[src/rtl/hazard_scoreboard.sv]
// Hazard/forwarding controller with per-register late-result scoreboard.
// Optional perf counters: define HAZARD_PERF_EN.
module hazard_scoreboard #(
    parameter int REG_AW   = 5,
    parameter int NSRC     = 2,
    parameter int LATE_LAT = 1,
    parameter int CNT_W    = 2
) (
    input  logic                   clk,
    input  logic                   resetn,
    input  logic                   i_cache_stall,
    input  logic                   d_cache_stall,
    input  logic                   alu_stallE,
    input  logic                   flush_jump_conflictE,
    input  logic                   flush_pred_failedM,
    input  logic                   flush_exceptionM,
    input  logic [NSRC*REG_AW-1:0] srcD,
    input  logic [NSRC-1:0]        src_validD,
    input  logic                   regwriteE,
    input  logic                   regwriteM,
    input  logic                   regwriteW,
    input  logic [REG_AW-1:0]      writeregE,
    input  logic [REG_AW-1:0]      writeregM,
    input  logic [REG_AW-1:0]      writeregW,
    input  logic                   lateE,
    output logic [NSRC*2-1:0]      forwardD,
    output logic                   stallF,
    output logic                   stallD,
    output logic                   stallE,
    output logic                   stallM,
    output logic                   stallW,
    output logic                   flushF,
    output logic                   flushD,
    output logic                   flushE,
    output logic                   flushM,
    output logic                   flushW,
    output logic                   longest_stall,
`ifdef HAZARD_PERF_EN
    output logic                   load_use_stall,
    output logic [31:0]            perf_lu_cnt,
    output logic [31:0]            perf_cache_cnt
`else
    output logic                   load_use_stall
`endif
);

    localparam int NREG = 2 ** REG_AW;
    localparam logic [CNT_W-1:0] LATE_CNT = CNT_W'(LATE_LAT);

    logic [CNT_W-1:0] cnt [NREG];
    logic             cs;
    logic             lg;
    logic             x;
    logic             lu;
    logic             set;
    logic [REG_AW-1:0] idx;

    assign cs  = i_cache_stall | d_cache_stall;
    assign lg  = cs | alu_stallE;
    assign x   = flush_exceptionM;
    assign set = regwriteE & lateE & ~stallE & ~x & (writeregE != '0);

    always_comb begin
        forwardD = '0;
        lu       = 1'b0;
        idx      = '0;
        for (int k = 0; k < NSRC; k++) begin
            idx = srcD[k*REG_AW +: REG_AW];
            if (src_validD[k] && idx != '0) begin
                if (regwriteE && writeregE == idx)
                    forwardD[k*2 +: 2] = 2'b11;
                else if (regwriteM && writeregM == idx)
                    forwardD[k*2 +: 2] = 2'b01;
                else if (regwriteW && writeregW == idx)
                    forwardD[k*2 +: 2] = 2'b10;
                if ((regwriteE && lateE && writeregE == idx) || cnt[idx] != '0)
                    lu = 1'b1;
            end
        end
    end

    always_comb begin
        load_use_stall = lu & ~x;
        longest_stall  = lg;
        stallF         = ~x & (lg | lu);
        stallD         = lg | lu;
        stallE         = lg;
        stallM         = cs;
        stallW         = ~x & cs;
        flushF         = 1'b0;
        flushD         = x | flush_pred_failedM | (flush_jump_conflictE & ~stallD);
        flushE         = x | ((flush_pred_failedM | lu) & ~lg);
        flushM         = x;
        flushW         = x;
    end

    // A new late producer overrides any decrement; an exception clears all.
    always_ff @(posedge clk or negedge resetn) begin
        if (!resetn) begin
            for (int r = 0; r < NREG; r++) cnt[r] <= '0;
        end else if (x) begin
            for (int r = 0; r < NREG; r++) cnt[r] <= '0;
        end else begin
            for (int r = 0; r < NREG; r++) begin
                if (set && writeregE == REG_AW'(r))
                    cnt[r] <= LATE_CNT;
                else if (!stallM && cnt[r] != '0)
                    cnt[r] <= cnt[r] - 1'b1;
            end
        end
    end

`ifdef HAZARD_PERF_EN
    always_ff @(posedge clk or negedge resetn) begin
        if (!resetn) begin
            perf_lu_cnt    <= '0;
            perf_cache_cnt <= '0;
        end else begin
            if (load_use_stall) perf_lu_cnt <= perf_lu_cnt + 32'd1;
            if (cs) perf_cache_cnt <= perf_cache_cnt + 32'd1;
        end
    end
`endif

endmodule

[config.mk]
export PLATFORM = sky130hd
export DESIGN_NAME = hazard_scoreboard
export DESIGN_NICKNAME = d
export VERILOG_FILES = /design/src/rtl/hazard_scoreboard.sv
export SDC_FILE = /design/constraint.sdc
export NUM_CORES = 1
export LEC_CHECK = 0
export ABC_AREA = 1
export CAP_MARGIN = 0
export CORE_MARGIN = 2
export CORE_UTILIZATION = 25
export CTS_CLUSTER_DIAMETER = 80
export DETAILED_ROUTE_END_ITERATION = 16
export PLACE_DENSITY = 0.42
export SLEW_MARGIN = 15
export SYNTH_ARGS = -nofsm -noshare
export SYNTH_HDL_FRONTEND = slang
export SYNTH_SLANG_ARGS = --single-unit
export TNS_END_PERCENT = 1
[constraint.sdc]
create_clock -name clk -period 2.4 [get_ports clk]
set_clock_uncertainty 0.2 [all_clocks]
set_input_delay 0.6 -clock clk [delete_from_list [all_inputs] [get_ports clk]]
set_output_delay 0.6 -clock clk [all_outputs]
set_load 0.01 [all_outputs]
---- Yosys cells after proc, flatten, opt, wreduce, memory -nomap -nowiden ----
Index checks and enable logic that the tools add are counted.
operators by class
  add/subtract/negate cells ............... 32
  muxes and demuxes ....................... 83
  reduce and logical (&&, ||, !) cells .... 148
  magnitude comparators ................... 2
  divide/modulo/power cells ............... 0
  shift operators ......................... 0
  equal/unequal tests ..................... 37
  bitwise operators ....................... 21
  multiply operators ...................... 0
operators with widths
  kind                                                 count
  two-way mux 2 bit                                    76
  nonzero test 3 bit                                   32
  equality test 5 bit, second input constant           16
  logical AND 1 bit                                    75
  nonzero test 2 bit                                   34
  two-way mux 64 bit                                   1
  subtractor 2 x 1 -> 2 bit, second input constant     32
  equality test 5 x 4 -> 1 bit, second input constant  8
  equality test 5 bit                                  6
  binary-select mux 2 bit (select 5 bit)               2
  equality test 5 x 3 -> 1 bit, second input constant  4
  nonzero test 5 bit                                   3
  >= comparator 6 bit, second input constant           2
  inverter 5 -> 6 bit                                  2
  equality test 5 x 2 -> 1 bit, second input constant  2
  bitwise AND 1 bit                                    9
  OR 1 bit                                             7
  equality test 5 x 1 -> 1 bit, second input constant  1
  zero test 5 bit                                      1
  two-way mux 1 bit                                    4
  inverter 1 bit                                       3
  logical OR 1 bit                                     2
  zero test 1 bit                                      1
word-level totals
  memories ................................ 0
  register bits ........................... 64
  memory bits (read-only) ................. 0
  logic and storage cells ................. 355
  input port bits ......................... 39
  memory bits (writable) .................. 0
  bits in latches ......................... 0

---- Longest topological paths before layout ----
Gate-level depths: netlist of run 1.
  depth after elaboration ................. 14
  mapped depth ............................ 15
  gate-level depth less buffers ........... 14

---- Worst setup path after synthesis of run 1 ----
OpenSTA, ideal clock, no wires.
  kind .................................... input -> output
  start ................................... input port srcD[6]
  end ..................................... output port stallF
  slack ................................... -0.150 ns
  stages on the path ...................... 15
  buffers on the path ..................... 1
  arrival ................................. 1.750 ns
  cell sequence ........................... buf_4 inv_2 nand2_4 nor3_1 nor2_1 nand2_1 nand2_1 nand2_1 nand2_1 nand2_1 nand3_1 nand2_1 nand3_2 nand2_1 inv_1
on the way
  longest elaborated chain between the ends .. 10
ends and longest elaborated chain
  what                                                   line  RTL
  start, declared                                        17    input logic [NSRC*REG_AW-1:0] srcD,
  inverter 5 -> 6 bit (not written as such)              76    if ((regwriteE && lateE && writeregE == idx) || cnt[idx] != '0)
  binary-select mux 2 bit (select 5 bit)                 76
  two-way mux 2 bit (not written as such) (2 in series)  76
  nonzero test 2 bit                                     76
  logical OR 1 bit                                       76
  two-way mux 1 bit                                      76
  two-way mux 1 bit *                                    69    if (src_validD[k] && idx != '0) begin
  OR 1 bit *                                             --
  named net stallD                                       28    output logic stallD,
  bitwise AND 1 bit *                                    85    stallF = ~x & (lg | lu);
  end, declared                                          27    output logic stallF,
The timed path passes the listed nets; every way through them passes the cells marked *. The select of a mux whose other input is x is not followed.

---- Worst setup path in the final report of run 1 ----
  start ................................... input port srcD[5]
  end ..................................... output port stallF
on the way
  longest elaborated chain between the ends .. 10
ends and longest elaborated chain
  what                                                   line
  inverter 5 -> 6 bit (not written as such)              76
  binary-select mux 2 bit (select 5 bit)                 76
  two-way mux 2 bit (not written as such) (2 in series)  76
  nonzero test 2 bit                                     76
  logical OR 1 bit                                       76
  two-way mux 1 bit                                      76
  two-way mux 1 bit *                                    69
  OR 1 bit *                                             85
  bitwise AND 1 bit *                                    85
Mark *: on every way between the ends. The rest lies on a longest branch, timed or not. The select of a mux whose other input is x is not followed.

==> results.json, run 1 <==
{
  "status": "finished with violations",
  "violations": "negative setup slack",
  "synth_edf_count": 0,
  "place_inst": 1182,
  "synth-seq-cells": 64,
  "synth_cell_types": 37,
  "cp.arrival_ns": 1.98,
  "row_count": 52,
  "power_density_nw_per_um2": 397,
  "portBuffers": 53,
  "worst_slack_ns": -0.377,
  "drtAntennaViolNets": 0,
  "timing.final.max_slew_violations": 0,
  "crit_path_end_kind": "output pin",
  "netlist_area_um2": 5070,
  "rsz0062_at_grt": "yes",
  "cts_made_buffers": 9,
  "drc": 0,
  "gp_congestion": 0.872,
  "place_ws_ns": -1.35,
  "worstSetupPathType": "input pin to output pin",
  "top_register": "cnt",
  "synth_warnings": 0,
  "holdWs_ns": 0.332,
  "dr.pass1.iters": 4,
  "synth.avg_cell_area_um2": 6.86,
  "min_period_ns": 2.78,
  "ys_seq_area_share_pct": 31.6,
  "cts-root-buf": "clkbuf_16",
  "area_growth_pct": 48.8,
  "diodes": 0,
  "leakagePower_nw": 3.58,
  "grt_pass1_vias": 5368,
  "cts_sinks": 64,
  "power.total_mw": 2.99,
  "path_max_fanout": 5,
  "start_kind": "input pin",
  "core_area_um2": 20000,
  "cap_violations": 0,
  "largest_reg_flops": 64,
  "antenna_found_initial": 0,
  "vdd_drop_max_v": 0.000302,
  "synth_top_flop_cell": "dfrtp_1",
  "reg2reg_slack_ns": 0.57,
  "drtIter0Drc": 291,
  "max_freq_mhz": 360,
  "synth-async-reset-ratio_pct": 100,
  "ios": 55,
  "cp.required_ns": 1.60,
  "dp_hpwl_um": 13900,
  "finalNetCount": 999,
  "cts_buffer_depth": 2,
  "syn-num-nets": 810,
  "htreeDepth": 3,
  "grt_util_all_layers_pct": 17.4,
  "hold_viol": 0,
  "hp-class": "flip-flop to flip-flop",
  "post-route-period-util_pct": 116,
  "syn_inst": 739,
  "dieArea_um2": 21400,
  "worstSkewPairLatency_ns": 0.34,
  "die_y_um": 146,
  "setup_violations": 10,
  "grt_start_max_net_pins": 34,
  "grt_pass1_wl_um": 28800,
  "final-instance-count-excl-fill": 1203,
  "clk_pin_slew_ns": 0.06,
  "cts_tree": "done",
  "grt-ovfl-total": 0,
  "avgViaCountPerCell": 4.41,
  "drt-total-wl_um": 17800,
  "layout-drive-gt1-share_pct": 31.4,
  "die_w_um": 146,
  "vias": 5311,
  "wire_per_inst_um": 14.8,
  "initial_utilization_pct": 25.3,
  "top_regs": "cnt x64"
}
worst max-delay path: stages:
cell	delay, ns
buf_6	0.16
inv_12	0.06
nand2_4	0.09
nor2_1	0.05
nor2_1	0.15
nand3_1	0.12
nand3_2	0.11
nand2_1	0.07
nand2_1	0.07
nand3_2	0.10
nand2_4	0.10
nand3_2	0.08
nand2_2	0.06
inv_2	0.03
buf_6	0.10
logic make-up (layout without fill, tap and decap cells):
logic type	after synthesis	after routing	share of synthesized area [%]
AOI/OAI and AO/OA	119	119	12.7
xor gates and xnor gates	28	28	4.84
adders and majority gates	32	32	7.90
buffers and inverters	134	328	10.8
DFF	64	64	31.6
other	1	1	0.0740
and+or+nand+nor	361	361	32.0
Yosys cell counts, types with 2 or more instances:
cell type | count | area share, %
clkbuf_1 | 8 | 0.59
nand2_1 | 155 | 11
xor2_1 | 25 | 4.3
dfrtp_1 | 64 | 32
o21ai_0 | 39 | 3.9
or2_2 | 39 | 4.8
ha_1 | 32 | 7.9
inv_1 | 104 | 7.7
and3_1 | 9 | 1.1
nand3_1 | 44 | 4.3
buf_4 | 8 | 1.2
nand4_1 | 12 | 1.5
a31oi_1 | 15 | 1.9
o22ai_1 | 7 | 0.86
buf_2 | 4 | 0.40
a221oi_1 | 3 | 0.52
o21ai_1 | 3 | 0.30
inv_2 | 5 | 0.37
nor2_1 | 83 | 6.1
nor2_2 | 5 | 0.62
a211oi_1 | 2 | 0.30
a21oi_1 | 48 | 4.7
xnor2_1 | 3 | 0.52
nor3_1 | 9 | 0.89
worst paths after layout:
path	from	endpoint	cells after the start
setup / recovery	srcD[5]	stallF	15
hold / removal	cnt[61]	cnt[61]	2
setup reg to reg	cnt[46]	cnt[46]	6
hold reg to reg	cnt[61]	cnt[61]	2
max in group asynchronous	resetn	cnt[58]	3
min in group asynchronous	resetn	cnt[31]	2
report_power, final:
group	leakage (nW)	switching, mW	total [mW]	internal, mW
sequential	0.892	0.00959	1.10	1.09
clock	0.145	0.508	1.34	0.830
combinational	2.54	0.322	0.559	0.238
stage by stage:
stage / instance area, um2 / utilization (%) / TNS (ns)
global placement: 7020 / 35.0 / -27.59
floorplan: 5180 / - / -0.0408
global route: 7540 / 37.6 / -3.81
detailed placement: 7020 / 35.0 / -28.10
CTS: 7490 / 37.4 / -2.93
finish: 7540 / 37.6 / -2.89
placed cells by master (no fill, tap or decap), drive strengths merged:
cell type / n
and3: 9
clkdlybuf4s50: 15
xor2: 25
o21ai: 42
o41ai: 1
nand2: 156
a31oi: 15
nor2: 89
dlymetal6s2s: 2
nor3: 10
buf: 162
a211oi: 2
dfrtp: 64
nand4: 12
nand3: 45
dlygate4sd3: 1
bufinv: 1
clkdlybuf4s15: 7
clkinvlp: 1
dlygate4sd2: 12
inv: 110
a21oi: 48
o211ai: 1
xnor2: 3
a221oi: 3
conb: 1
or2: 40
clkinv: 4
ha: 32
o22ai: 7
clkbuf: 13
timing repair:
action / CTS / global route
setup endpoints to repair: 26 / 10
hold buffers: 1 / 0
setup buffers: 6 / 0
endpoints found under the hold margin: 5 / 0
gates resized for setup: 127 / 31
pin swaps: 30 / 30
final cells by class:
cell class | instances | area [um2]
fill | 2178 | 12500
multi-input combinational | 541 | 3170
timing repair buffer | 201 | 1680
sequential | 64 | 1600
inverter | 111 | 444
tap | 270 | 338
clock buffer | 11 | 243
clock inverter | 5 | 56.3
metal layers:
| layer | vias to the layer above | GRT usage, % | share of wire (%) |
|---|---|---|---|
| met5 | - | 0 | 0 |
| met4 | 0 | 5.92 | 1.6 |
| met3 | 18 | 3.13 | 3.3 |
| met2 | 89 | 28.4 | 45 |
| met1 | 2444 | 23.2 | 50 |
| li1 | 2760 | - | - |
Note: power is estimated with default switching activity, not from simulation.
==> run 2, diff against run 1 <==
- CAP_MARGIN: 0 -> default
- CTS_CLUSTER_DIAMETER: 80 -> default
==> results of run 2 <==
Final layout, timing and power as in run 1 (identical DEF).
==> run 3, diff against run 2 <==
--- a/config.mk
+++ b/config.mk
@@ -12,3 +12,3 @@
 export PLACE_DENSITY = 0.42
-export SLEW_MARGIN = 15
+export SLEW_MARGIN = 10
 export SYNTH_ARGS = -nofsm -noshare
--- a/constraint.sdc
+++ b/constraint.sdc
@@ -4,2 +4,2 @@
 set_output_delay 0.6 -clock clk [all_outputs]
-set_load 0.01 [all_outputs]
+set_load 0.05 [all_outputs]
==> results.json, run 3 (synthesized netlist as in run 1, its figures left out) <==
{
  "reg2reg_depth": 7,
  "diodes": 0,
  "hp-class": "flip-flop to flip-flop",
  "cts_buffer_depth": 2,
  "violations": "negative setup slack",
  "min_period_ns": 2.90,
  "cp.arrival_ns": 2.10,
  "wire_per_inst_um": 15.0,
  "timing.final.max_slew_violations": 0,
  "dieArea_um2": 21400,
  "r2r-start": "cnt[3]",
  "portBuffers": 53,
  "path_common_cell": "nand3_2",
  "drt-total-wl_um": 18000,
  "setup_violations": 10,
  "use_met3_pct": 3.56,
  "gp_congestion": 0.892,
  "layout_commonest_cell": "nand2_1",
  "worstSkewPairLatency_ns": 0.35,
  "reg2reg_to": "cnt[2]",
  "worstSetupPathType": "input pin to output pin",
  "grt_start_max_net_pins": 58,
  "layout_common_cells": "142 x nand2_1, 131 x buf_4, 95 x inv_1, 78 x nor2_1, 64 x dfrtp_1",
  "cts-root-buf": "clkbuf_16",
  "area_growth_pct": 52.8,
  "endpoint": "stallF",
  "worstPathCellList": "buf_8 > buf_6 > nor2_4 > nand2_1 > nand2_1 > inv_2 > nand3_2 > nand3_2 > nand3_2 > nand3_2 > nand2_4 > nand3_4 > nand2_4 > clkinvlp_4 > buf_8",
  "crit_start": "srcD[0]",
  "cap_violations": 0,
  "utilization_pct": 38.6,
  "worst_slack_ns": -0.505,
  "htreeDepth": 3,
  "cts_made_buffers": 9,
  "top_regs": "cnt x64",
  "final-instance-count-excl-fill": 1200,
  "largest_reg_flops": 64,
  "grt_pass1_wl_um": 29500,
  "status": "finished with violations",
  "worst-path-stages": 15,
  "path_max_fanout": 7,
  "grtUsageMet2_pct": 28.7,
  "avgViaCountPerCell": 4.47,
  "rsz0062_at_grt": "yes",
  "initial_utilization_pct": 25.3,
  "finalNetCount": 996,
  "post-route-period-util_pct": 121,
  "drc": 0,
  "core_area_um2": 20000,
  "slowest_delay_ns": 0.23,
  "final_area_um2": 7740,
  "holdWs_ns": 0.340,
  "die_y_um": 146,
  "drtAntennaViolNets": 0,
  "place_ws_ns": -1.04,
  "crit_path_end_kind": "output pin",
  "antenna_found_initial": 0,
  "clk_pin_slew_ns": 0.05,
  "max_freq_mhz": 344,
  "leakagePower_nw": 3.58,
  "grt.met1_usage_pct": 24.4,
  "place_inst": 1179,
  "cp.required_ns": 1.60,
  "grt_util_all_layers_pct": 17.8,
  "start_kind": "input pin",
  "power_density_nw_per_um2": 413,
  "crit_slowest_cell": "nor2_4",
  "die_w_um": 146,
  "cts_tree": "done",
  "row_count": 52,
  "grt-ovfl-total": 0,
  "hold_viol": 0,
  "top_usage_layer": "met2",
  "place_area_um2": 7160,
  "top_register": "cnt",
  "ios": 55,
  "reg2reg_slack_ns": 0.62,
  "dr.pass1.iters": 5,
  "dp_hpwl_um": 13800,
  "grt_pass1_vias": 5371,
  "cts_sinks": 64,
  "drtIter0Drc": 326,
  "cp.buffers_inverters": 5,
  "crit_family": "simple AND/OR/NAND/NOR gates",
  "vdd_drop_max_v": 0.000339,
  "vias": 5360,
  "layout-drive-gt1-share_pct": 31.7
}
==> run 3: cell types whose count changed in the layout (fill, tap and decap cells not counted), moves of 5 or more <==
cell     previous run  this run
buf_12              5        18
buf_4             136       131
inv_2              12         6
nand2_1           147       142
nor2_1             73        78
==> run 3: cell type report <==
| cell class | count | area (um2) |
|---|---|---|
| clock inverters | 7 | 96.3 |
| clock buffers | 9 | 225 |
| repair buffers | 198 | 1830 |
| multi-input cells | 541 | 3190 |
| inverters | 111 | 462 |
| fillers | 2135 | 12300 |
| flip-flops and latches | 64 | 1600 |
| well taps | 270 | 338 |
==> run 3: worst min path at each step <==
stage / endpoint / from / cells after the start
2_1_floorplan: cnt[0] / resetn / 0
3_3_place_gp: cnt[31] / resetn / 1
3_5_place_dp: cnt[31] / resetn / 1
4_1_cts: cnt[61] / cnt[61] / 2
5_1_grt: cnt[61] / cnt[61] / 2
6_report: cnt[61] / cnt[61] / 2
==> run 3: tightest hold or removal path, stage by stage (launching register included) <==
cell and delay [ns]:
dfrtp_1 0.35, nand4_1 0.09, o41ai_1 0.07
==> run 3: where the power goes <==
part | internal (mW) | leakage, nW | switching (mW)
combinational | 0.269 | 2.54 | 0.380
sequential | 1.09 | 0.892 | 0.00885
clock | 0.909 | 0.148 | 0.540
total | 2.27 | 3.58 | 0.928
==> run 3: what timing repair did <==
action | in CTS | in global routing
setup buffers | 6 | 1
gates cloned | 0 | 0
hold endpoints to repair | 7 | 0
hold buffers | 1 | 0
pin swaps | 34 | 24
resized for setup | 109 | 17
endpoints found under the setup margin | 32 | 11
==> run 3: layer usage <==
layer,part of all wire (%),up-vias
met1,48,2459
met5,0,-
met2,46,118
met3,4.6,19
li1,-,2764
met4,1.9,0
==> run 3: through the flow <==
stage | power, mW | TNS (ns)
4_1_cts | 3.22 | -3.76
2_1_floorplan | 1.40 | -2.19
3_5_place_dp | 1.72 | -24.58
5_1_grt | 3.34 | -4.63
6_report | 3.19 | -3.74
3_3_place_gp | 1.72 | -24.74
